### src/rtl/servo_motion_ctrl.sv
// servo_motion_ctrl: motion sequencer in front of the servo PWM generator.
// Owns the PWM frame timebase, accepts a target angle over valid/ready and
// slews the commanded angle toward it by at most STEP degrees per frame.
// After SETTLE_FRAMES frames at target it pulses done (mirrored on sig_done).
// Optional macro SERVO_SOFT_LIMIT_EN: additionally clamps the accepted target
// into [LIM_LO, LIM_HI]. Without it only the 180 degree clamp applies.
module servo_motion_ctrl #(
  parameter int unsigned FRAME_CYCLES  = 2_000_000,
  parameter logic [8:0]  STEP          = 9'd3,
  parameter logic [8:0]  HOME          = 9'd90,
  parameter logic [3:0]  SETTLE_FRAMES = 4'd5,
  parameter logic [8:0]  LIM_LO        = 9'd0,
  parameter logic [8:0]  LIM_HI        = 9'd180
) (
  input  logic       i_sclk,
  input  logic       i_rst,
  input  logic       i_cmd_valid,
  input  logic [8:0] i_cmd_angle,
  output logic       o_cmd_ready,
  output logic [8:0] o_angle,
  output logic       o_frame_tick,
  output logic       o_busy,
  output logic       o_done,
  output logic       o_sig_done
);

  localparam int CNT_W = (FRAME_CYCLES > 1) ? $clog2(FRAME_CYCLES) : 1;
  localparam logic [CNT_W-1:0] LAST_CNT = CNT_W'(FRAME_CYCLES - 1);
  localparam logic [8:0] MAX_ANGLE = 9'd180;

  typedef enum logic [1:0] {
    IDLE,
    MOVE,
    SETTLE
  } state_t;

  state_t           r_state;
  logic [CNT_W-1:0] r_frameCnt;
  logic [8:0]       r_angle;
  logic [8:0]       r_target;
  logic [3:0]       r_settleCnt;
  logic             r_cmdReady;
  logic             r_busy;
  logic             r_done;

  logic             w_frameTick;
  logic [8:0]       w_clamp180;
  logic [8:0]       w_cmdTarget;
  logic [8:0]       w_diff;
  logic             w_tgtAbove;
  logic             w_settleLast;

  assign w_frameTick = (r_frameCnt == LAST_CNT);
  assign w_clamp180  = (i_cmd_angle > MAX_ANGLE) ? MAX_ANGLE : i_cmd_angle;

`ifdef SERVO_SOFT_LIMIT_EN
  assign w_cmdTarget = (w_clamp180 < LIM_LO) ? LIM_LO :
                       (w_clamp180 > LIM_HI) ? LIM_HI : w_clamp180;
`else
  assign w_cmdTarget = w_clamp180;
`endif

  // Distance is formed by comparing first so the 9-bit subtract never wraps.
  assign w_tgtAbove   = (r_target > r_angle);
  assign w_diff       = w_tgtAbove ? (r_target - r_angle) : (r_angle - r_target);
  assign w_settleLast = (({1'b0, r_settleCnt} + 5'd1) >= {1'b0, SETTLE_FRAMES});

  // Free-running frame timebase; the tick decodes its last count.
  always_ff @(posedge i_sclk or posedge i_rst) begin
    if (i_rst) begin
      r_frameCnt <= '0;
    end else if (w_frameTick) begin
      r_frameCnt <= '0;
    end else begin
      r_frameCnt <= r_frameCnt + 1'b1;
    end
  end

  // Command FSM: accept in IDLE, slew once per frame in MOVE, then wait out SETTLE.
  always_ff @(posedge i_sclk or posedge i_rst) begin
    if (i_rst) begin
      r_state     <= IDLE;
      r_angle     <= HOME;
      r_target    <= HOME;
      r_settleCnt <= '0;
      r_cmdReady  <= 1'b1;
      r_busy      <= 1'b0;
      r_done      <= 1'b0;
    end else begin
      r_done <= 1'b0;
      case (r_state)
        IDLE: begin
          if (i_cmd_valid && r_cmdReady) begin
            r_target   <= w_cmdTarget;
            r_state    <= MOVE;
            r_cmdReady <= 1'b0;
            r_busy     <= 1'b1;
          end
        end
        MOVE: begin
          if (w_frameTick) begin
            if (w_diff <= STEP) begin
              r_angle     <= r_target;
              r_settleCnt <= '0;
              r_state     <= SETTLE;
            end else if (w_tgtAbove) begin
              r_angle <= r_angle + STEP;
            end else begin
              r_angle <= r_angle - STEP;
            end
          end
        end
        SETTLE: begin
          if (w_frameTick) begin
            if (w_settleLast) begin
              r_done     <= 1'b1;
              r_cmdReady <= 1'b1;
              r_busy     <= 1'b0;
              r_state    <= IDLE;
            end else begin
              r_settleCnt <= r_settleCnt + 4'd1;
            end
          end
        end
        default: begin
          r_state    <= IDLE;
          r_cmdReady <= 1'b1;
          r_busy     <= 1'b0;
        end
      endcase
    end
  end

  assign o_cmd_ready  = r_cmdReady;
  assign o_angle      = r_angle;
  assign o_frame_tick = w_frameTick;
  assign o_busy       = r_busy;
  assign o_done       = r_done;
  assign o_sig_done   = r_done;

endmodule
### config.mk
export PLATFORM = sky130hd
export DESIGN_NAME = servo_motion_ctrl
export DESIGN_NICKNAME = d
export VERILOG_FILES = /design/src/rtl/servo_motion_ctrl.sv
export SDC_FILE = /design/constraint.sdc
export NUM_CORES = 1
export LEC_CHECK = 0
export CELL_PAD_IN_SITES_DETAIL_PLACEMENT = 0
export CELL_PAD_IN_SITES_GLOBAL_PLACEMENT = 2
export CORE_MARGIN = 2
export CORE_UTILIZATION = 39
export CTS_CLUSTER_SIZE = 25
export DETAILED_ROUTE_END_ITERATION = 10
export PLACE_DENSITY = 0.82
export SYNTH_ARGS = -nofsm -noshare
export SYNTH_HDL_FRONTEND = slang
export SYNTH_SLANG_ARGS = --single-unit
### constraint.sdc
create_clock -name i_sclk -period 6.8 [get_ports i_sclk]
set_input_delay 1.02 -clock i_sclk [delete_from_list [all_inputs] [get_ports i_sclk]]
set_output_delay 1.02 -clock i_sclk [all_outputs]
set_load 0.005 [all_outputs]
# Word-level counts from Yosys, hierarchy flattened
# Index checks and enable logic that the tools add are counted.
[op_classes]
add_sub_neg = 7
magnitude_cmp = 4
n_eq_ne = 9
mux = 27
n_bitwise = 1
n_reduce_logical = 8
[op_table]
columns = ["op", "count"]
rows = [
  ["9-bit 2-to-1 mux", 4],
  ["21-bit by 1-bit adder with 21-bit output (second input constant)", 1],
  ["21-bit == test (second input constant)", 1],
  ["21-bit 2-to-1 mux", 1],
  ["9-bit subtractor", 2],
  ["4-bit 2-to-1 mux", 4],
  ["2-bit != test (second input constant)", 6],
  ["2-bit 2-to-1 mux", 5],
  ["5-bit AND reduction", 2],
  ["9-bit by 2-bit adder with 9-bit output (second input constant)", 1],
  ["9-bit by 8-bit greater-than comparator with 1-bit output (second input constant)", 1],
  ["9-bit greater-than comparator", 1],
  ["9-bit by 2-bit <= comparator with 1-bit output (second input constant)", 1],
  ["1-bit 2-to-1 mux", 9],
  ["9-bit by 2-bit subtractor with 9-bit output (second input constant)", 1],
  ["4-bit one-hot mux with 2 select lines", 1],
  ["1-bit one-hot mux with 3 select lines", 2],
  ["2-bit one-hot mux with 3 select lines", 1],
  ["4-bit by 1-bit adder with 5-bit output (second input constant)", 1],
  ["5-bit by 3-bit >= comparator with 1-bit output (second input constant)", 1],
  ["4-bit by 1-bit adder with 4-bit output (second input constant)", 1],
  ["2-bit AND reduction", 2],
  ["4-bit AND reduction", 1],
  ["2-bit by 1-bit == test with 1-bit output (second input constant)", 1],
  ["other kinds (5)", 5],
]
[word_totals]
regBits = 48
in_bits = 12
output_inout_bits = 14
elab_cells = 64

# Longest topological paths before layout
[logic_depth]
ltp_word = 6
ltp_mapped = 17
mapped_depth_nobuf = 16

# Worst setup path before layout
# No wires, ideal clock.
[synth_timing]
path_kind = "flip-flop to flip-flop"
start = "register r_angle[1], in the netlist o_angle[1]"
end = "register r_angle[7], in the netlist o_angle[7]"
setup_ps = 76
t_arrival_ps = 3311
t_required_ps = 6724
slack_ps = 3412
path_stages_with_launch = 16
path_buffers = 0
period_less_slack_ps = 3388
path_cell_list = "dfstp_2 inv_1 ha_1 nor2b_1 o31a_1 o21bai_1 a21oi_1 inv_1 ha_1 a21oi_1 o21ai_0 or4_1 o311ai_0 xnor2_1 mux2i_1 o21ai_1"
[synth_via]
elab_chain_cells = 4
elab_cells_between_ends = 9
cone_classes = "add/sub (4); order compare (2); mux (3)"
[synth_lines]
columns = ["item", "line", "rtl"]
rows = [
  ["start: declaration", "39", "logic [8:0] r_angle;"],
  ["start signal: assignment", "103", "r_angle <= r_target;"],
  ["start signal: assignment", "107", "r_angle <= r_angle + STEP;"],
  ["start signal: assignment", "109", "r_angle <= r_angle - STEP;"],
  ["9-bit subtractor or 9-bit greater-than comparator (tied branches)", "65, 64", ""],
  ["9-bit 2-to-1 mux", "65", "assign w_diff = w_tgtAbove ? (r_target - r_angle) : (r_angle - r_target);"],
  ["9-bit by 2-bit <= comparator with 1-bit output", "102", "if (w_diff <= STEP) begin"],
  ["9-bit 2-to-1 mux (*)", "102", ""],
]
# Every way passes the cells marked *; elsewhere a longest branch is shown, timed or not.
# A chain may end at the register's enable or synchronous reset.

# Worst setup path after layout
[layout_timing]
start = "register r_angle[4], in the netlist o_angle[4]"
end = "register r_angle[7], in the netlist o_angle[7]"
# The elaborated chain is that of the path after synthesis.

==> reports/metrics.csv <==
stage;metric;value;unit
status;status;completed;
timing;tns;0;ns
setup_path;r2r-start;o_angle[4];
die;start_util;0.4052;
timing;period_share;0.5808;
cts;clk_latency;0.30;ns
final_layout;antenna_cells;0;
cts;numCtsBuffers;5;
power;leakage;1.616;nW
placed_design;port-buffer-count;25;
timing;period_needed;3.949;ns
cts;htree_levels;2;
final_layout;syn_to_final_growth;12.00;%
timing;hold_violations;0;
die;num_rows;33;
timing;finalClockSkew;0.007005;ns
timing;max_freq;253.2;MHz
route;drc;0;
synth;syn-cell-area;3346;um^2
placed_design;gp_congestion;0.8250;
final_layout;nNetsFinal;439;
cts;cts_tree;built;
synth;ys_types;58;
setup_path;rrSetupSlack;2.85;ns
cts;clock_sinks;48;
synth;synth_mux_area_frac;0.02431;
synth;synth-seq-area-share;0.3624;
setup_path;rr_endpoint;o_angle[7];
timing;setup_viol;0;
grt;grt_overflow;0;
die;fp.dieW;96.62;um
route;vias_per_cell;5.232;
synth;synthXorXnorAreaFrac;0.07853;
final_layout;mostFrequentLayoutCells;nor2_1 (44), dfrtp_1 (39), nand2_1 (38);
synth;synth-async-reset-ratio;1.000;
cts;cts.clk_slew.worst_paths;0.10;ns
setup_path;cp-startpoint;o_angle[4];
route;drtIter0Drc;138;
synth;synthCells;377;
die;io_pins;26;
timing;maxSlewViolCount;0;
cts;cts-resized-gates;0;
synth;yosys.area_share.adder;0.1152;
final_layout;drive_gt1_frac;0.07769;
setup_path;arrival;4.19;ns
route;dr.pass1.iters;4;
power;ir_drop;0.09763;mV
setup_path;cp_max_fo;17;
synth;syn_nets;418;
final_layout;final_common_cell;nor2_1;
synth;syn_avg_cell_area;8.875;um^2
synth;ys_ff_latch;48;
grt;grt_start_max_net_pins;49;
cts;ctsRootBufferMaster;clkbuf_8;
cts;hold_buffers;0;
min_path;hp-class;register to register;
route;ant_nets;0;
timing;max_slew_margin;0.3145;
synth;synthSimpleGateAreaFrac;0.2068;
die;die_area;9335;um^2
die;core_area;8258;um^2
route;dr_total_vias;2637;
synth;synth-compound-area-share;0.1619;
setup_path;critPathRequiredTime;7.04;ns
setup_path;startpoint_type;register;
grt;antenna_found_initial;0;
grt;grt_pass1_wl;13.30;mm
cts;post-cts-setup-buffer-count;0;
synth;ys.flop_type;dfrtp_1;
setup_path;critPathCapture;o_angle[7];
timing;rsz0062_at_grt;false;
placed_design;dp_hpwl;5.858;mm
route;route.final.wire_length;7.803;mm
synth;synth_edf_count;0;
power;cellPowerDensity;162.0;nW/um^2
timing;tightest_slew;1.027;ns
synth;synth_top_family_by_area;simple AND/OR/NAND/NOR gates;
die;dieHeight;96.62;um
setup_path;reg2reg_depth;14;
setup_path;crit_path_end_kind;register;
cts;cts.path.max_buffers;2;
flow_run;drv_cap;0;
grt;grt_pass1_vias;2542;
setup_path;worstSetupPathType;register to register;
grt;grt_usage;0.1722;
final_layout;post-route-util;0.4538;
synth;yosys_warnings;0;
route;wl_per_cell;15.48;um
==> stage by stage <==
| stage | worst slack (ns) | hold WS (ns) | instances | cell area [um^2] | total power [mW] |
|---|---|---|---|---|---|
| floorplan | 3.412 | 0.4549 | 377 | 3346 | 0.3959 |
| global placement | 2.930 | 0.4748 | 496 | 3651 | 0.4254 |
| detailed placement | 2.867 | 0.4779 | 496 | 3651 | 0.4247 |
| CTS | 2.842 | 0.5021 | 504 | 3747 | 0.6137 |
| global route | 2.441 | 0.5250 | 504 | 3747 | 0.6419 |
| finish | 2.851 | 0.4958 | 504 | 3747 | 0.6069 |
==> layer usage <==
layer	vias up	GRT usage	wire (um)
li1	1338	-	-
met1	1255	0.2696	4240
met2	38	0.2500	3299
met3	6	0.02818	199
met4	0	0.03467	63
met5	-	0	0
==> cell type report <==
type	count	area [um^2]
Sequential cell	48	1212
Clock buffer	6	82.58
Fill cell	857	4511
Inverter	25	93.84
Timing Repair Buffer	25	250.2
Clock inverter	2	13.76
Multi-Input combinational cell	293	1963
Tap cell	105	131.4
==> critical path, cell delays in order, from the launching register on <==
cell	delay (ns)
dfstp_2	0.57
inv_1	0.06
ha_1	0.57
nand4_1	0.24
o21bai_1	0.21
a21oi_1	0.35
inv_1	0.25
ha_1	0.37
a21oi_1	0.21
o21ai_0	0.14
or4_1	0.40
o311ai_0	0.12
xnor2_1	0.16
mux2i_1	0.08
o21ai_1	0.12
==> worst min path at each step <==
stage | start | end | slack, ns | cells past startpoint
after floorplan | r_frameCnt[0] | r_frameCnt[0] | 0.45 | 1
after global placement | o_cmd_ready | o_cmd_ready | 0.47 | 2
after detailed placement | o_busy | o_busy | 0.48 | 2
after CTS | o_busy | o_busy | 0.50 | 2
after global routing | r_frameCnt[4] | r_frameCnt[4] | 0.52 | 1
final | r_frameCnt[0] | r_frameCnt[0] | 0.50 | 1
==> sequential cells by signal (all words and copies together) (netlist names) <==
signal / cells
r_frameCnt: 21
o_angle: 9
r_target: 9
r_settleCnt: 4
r_state: 2
o_busy: 1
o_cmd_ready: 1
o_done: 1
==> cells in the mapped netlist (4+ instances only) <==
master / number / area, um^2
nor2b_1: 4 / 25.02
mux2i_1: 7 / 70.07
a21oi_1: 21 / 105.1
and2_1: 4 / 25.02
buf_2: 4 / 20.02
nand3_1: 15 / 75.07
o21ai_1: 6 / 30.03
o21a_1: 4 / 30.03
nor3_1: 4 / 20.02
nand2b_1: 4 / 25.02
dfrtp_1: 39 / 975.9
a21o_1: 4 / 30.03
xor2_1: 13 / 113.9
inv_1: 25 / 93.84
o21ai_0: 21 / 105.1
ha_1: 26 / 325.3
nand4_1: 5 / 31.28
dfstp_2: 9 / 236.5
nand2_1: 38 / 142.6
nor2_1: 44 / 165.2
xnor2_1: 17 / 148.9
==> where the power goes <==
| group | switching [mW] | internal [mW] |
|---|---|---|
| clock | 0.104 | 0.0835 |
| sequential | 0.00862 | 0.294 |
| combinational | 0.0671 | 0.0495 |
| total | 0.180 | 0.427 |
==> cells by family (layout without fill, tap and decap cells) <==
kind of cell / count (synthesis) / after routing
buf+inv: 36 / 58
compound gates: 85 / 85
flops: 48 / 48
mux: 8 / 8
xor+xnor: 30 / 30
fa+ha+maj: 29 / 29
simple gates: 141 / 141
Power figures use the tool's default switching activity.
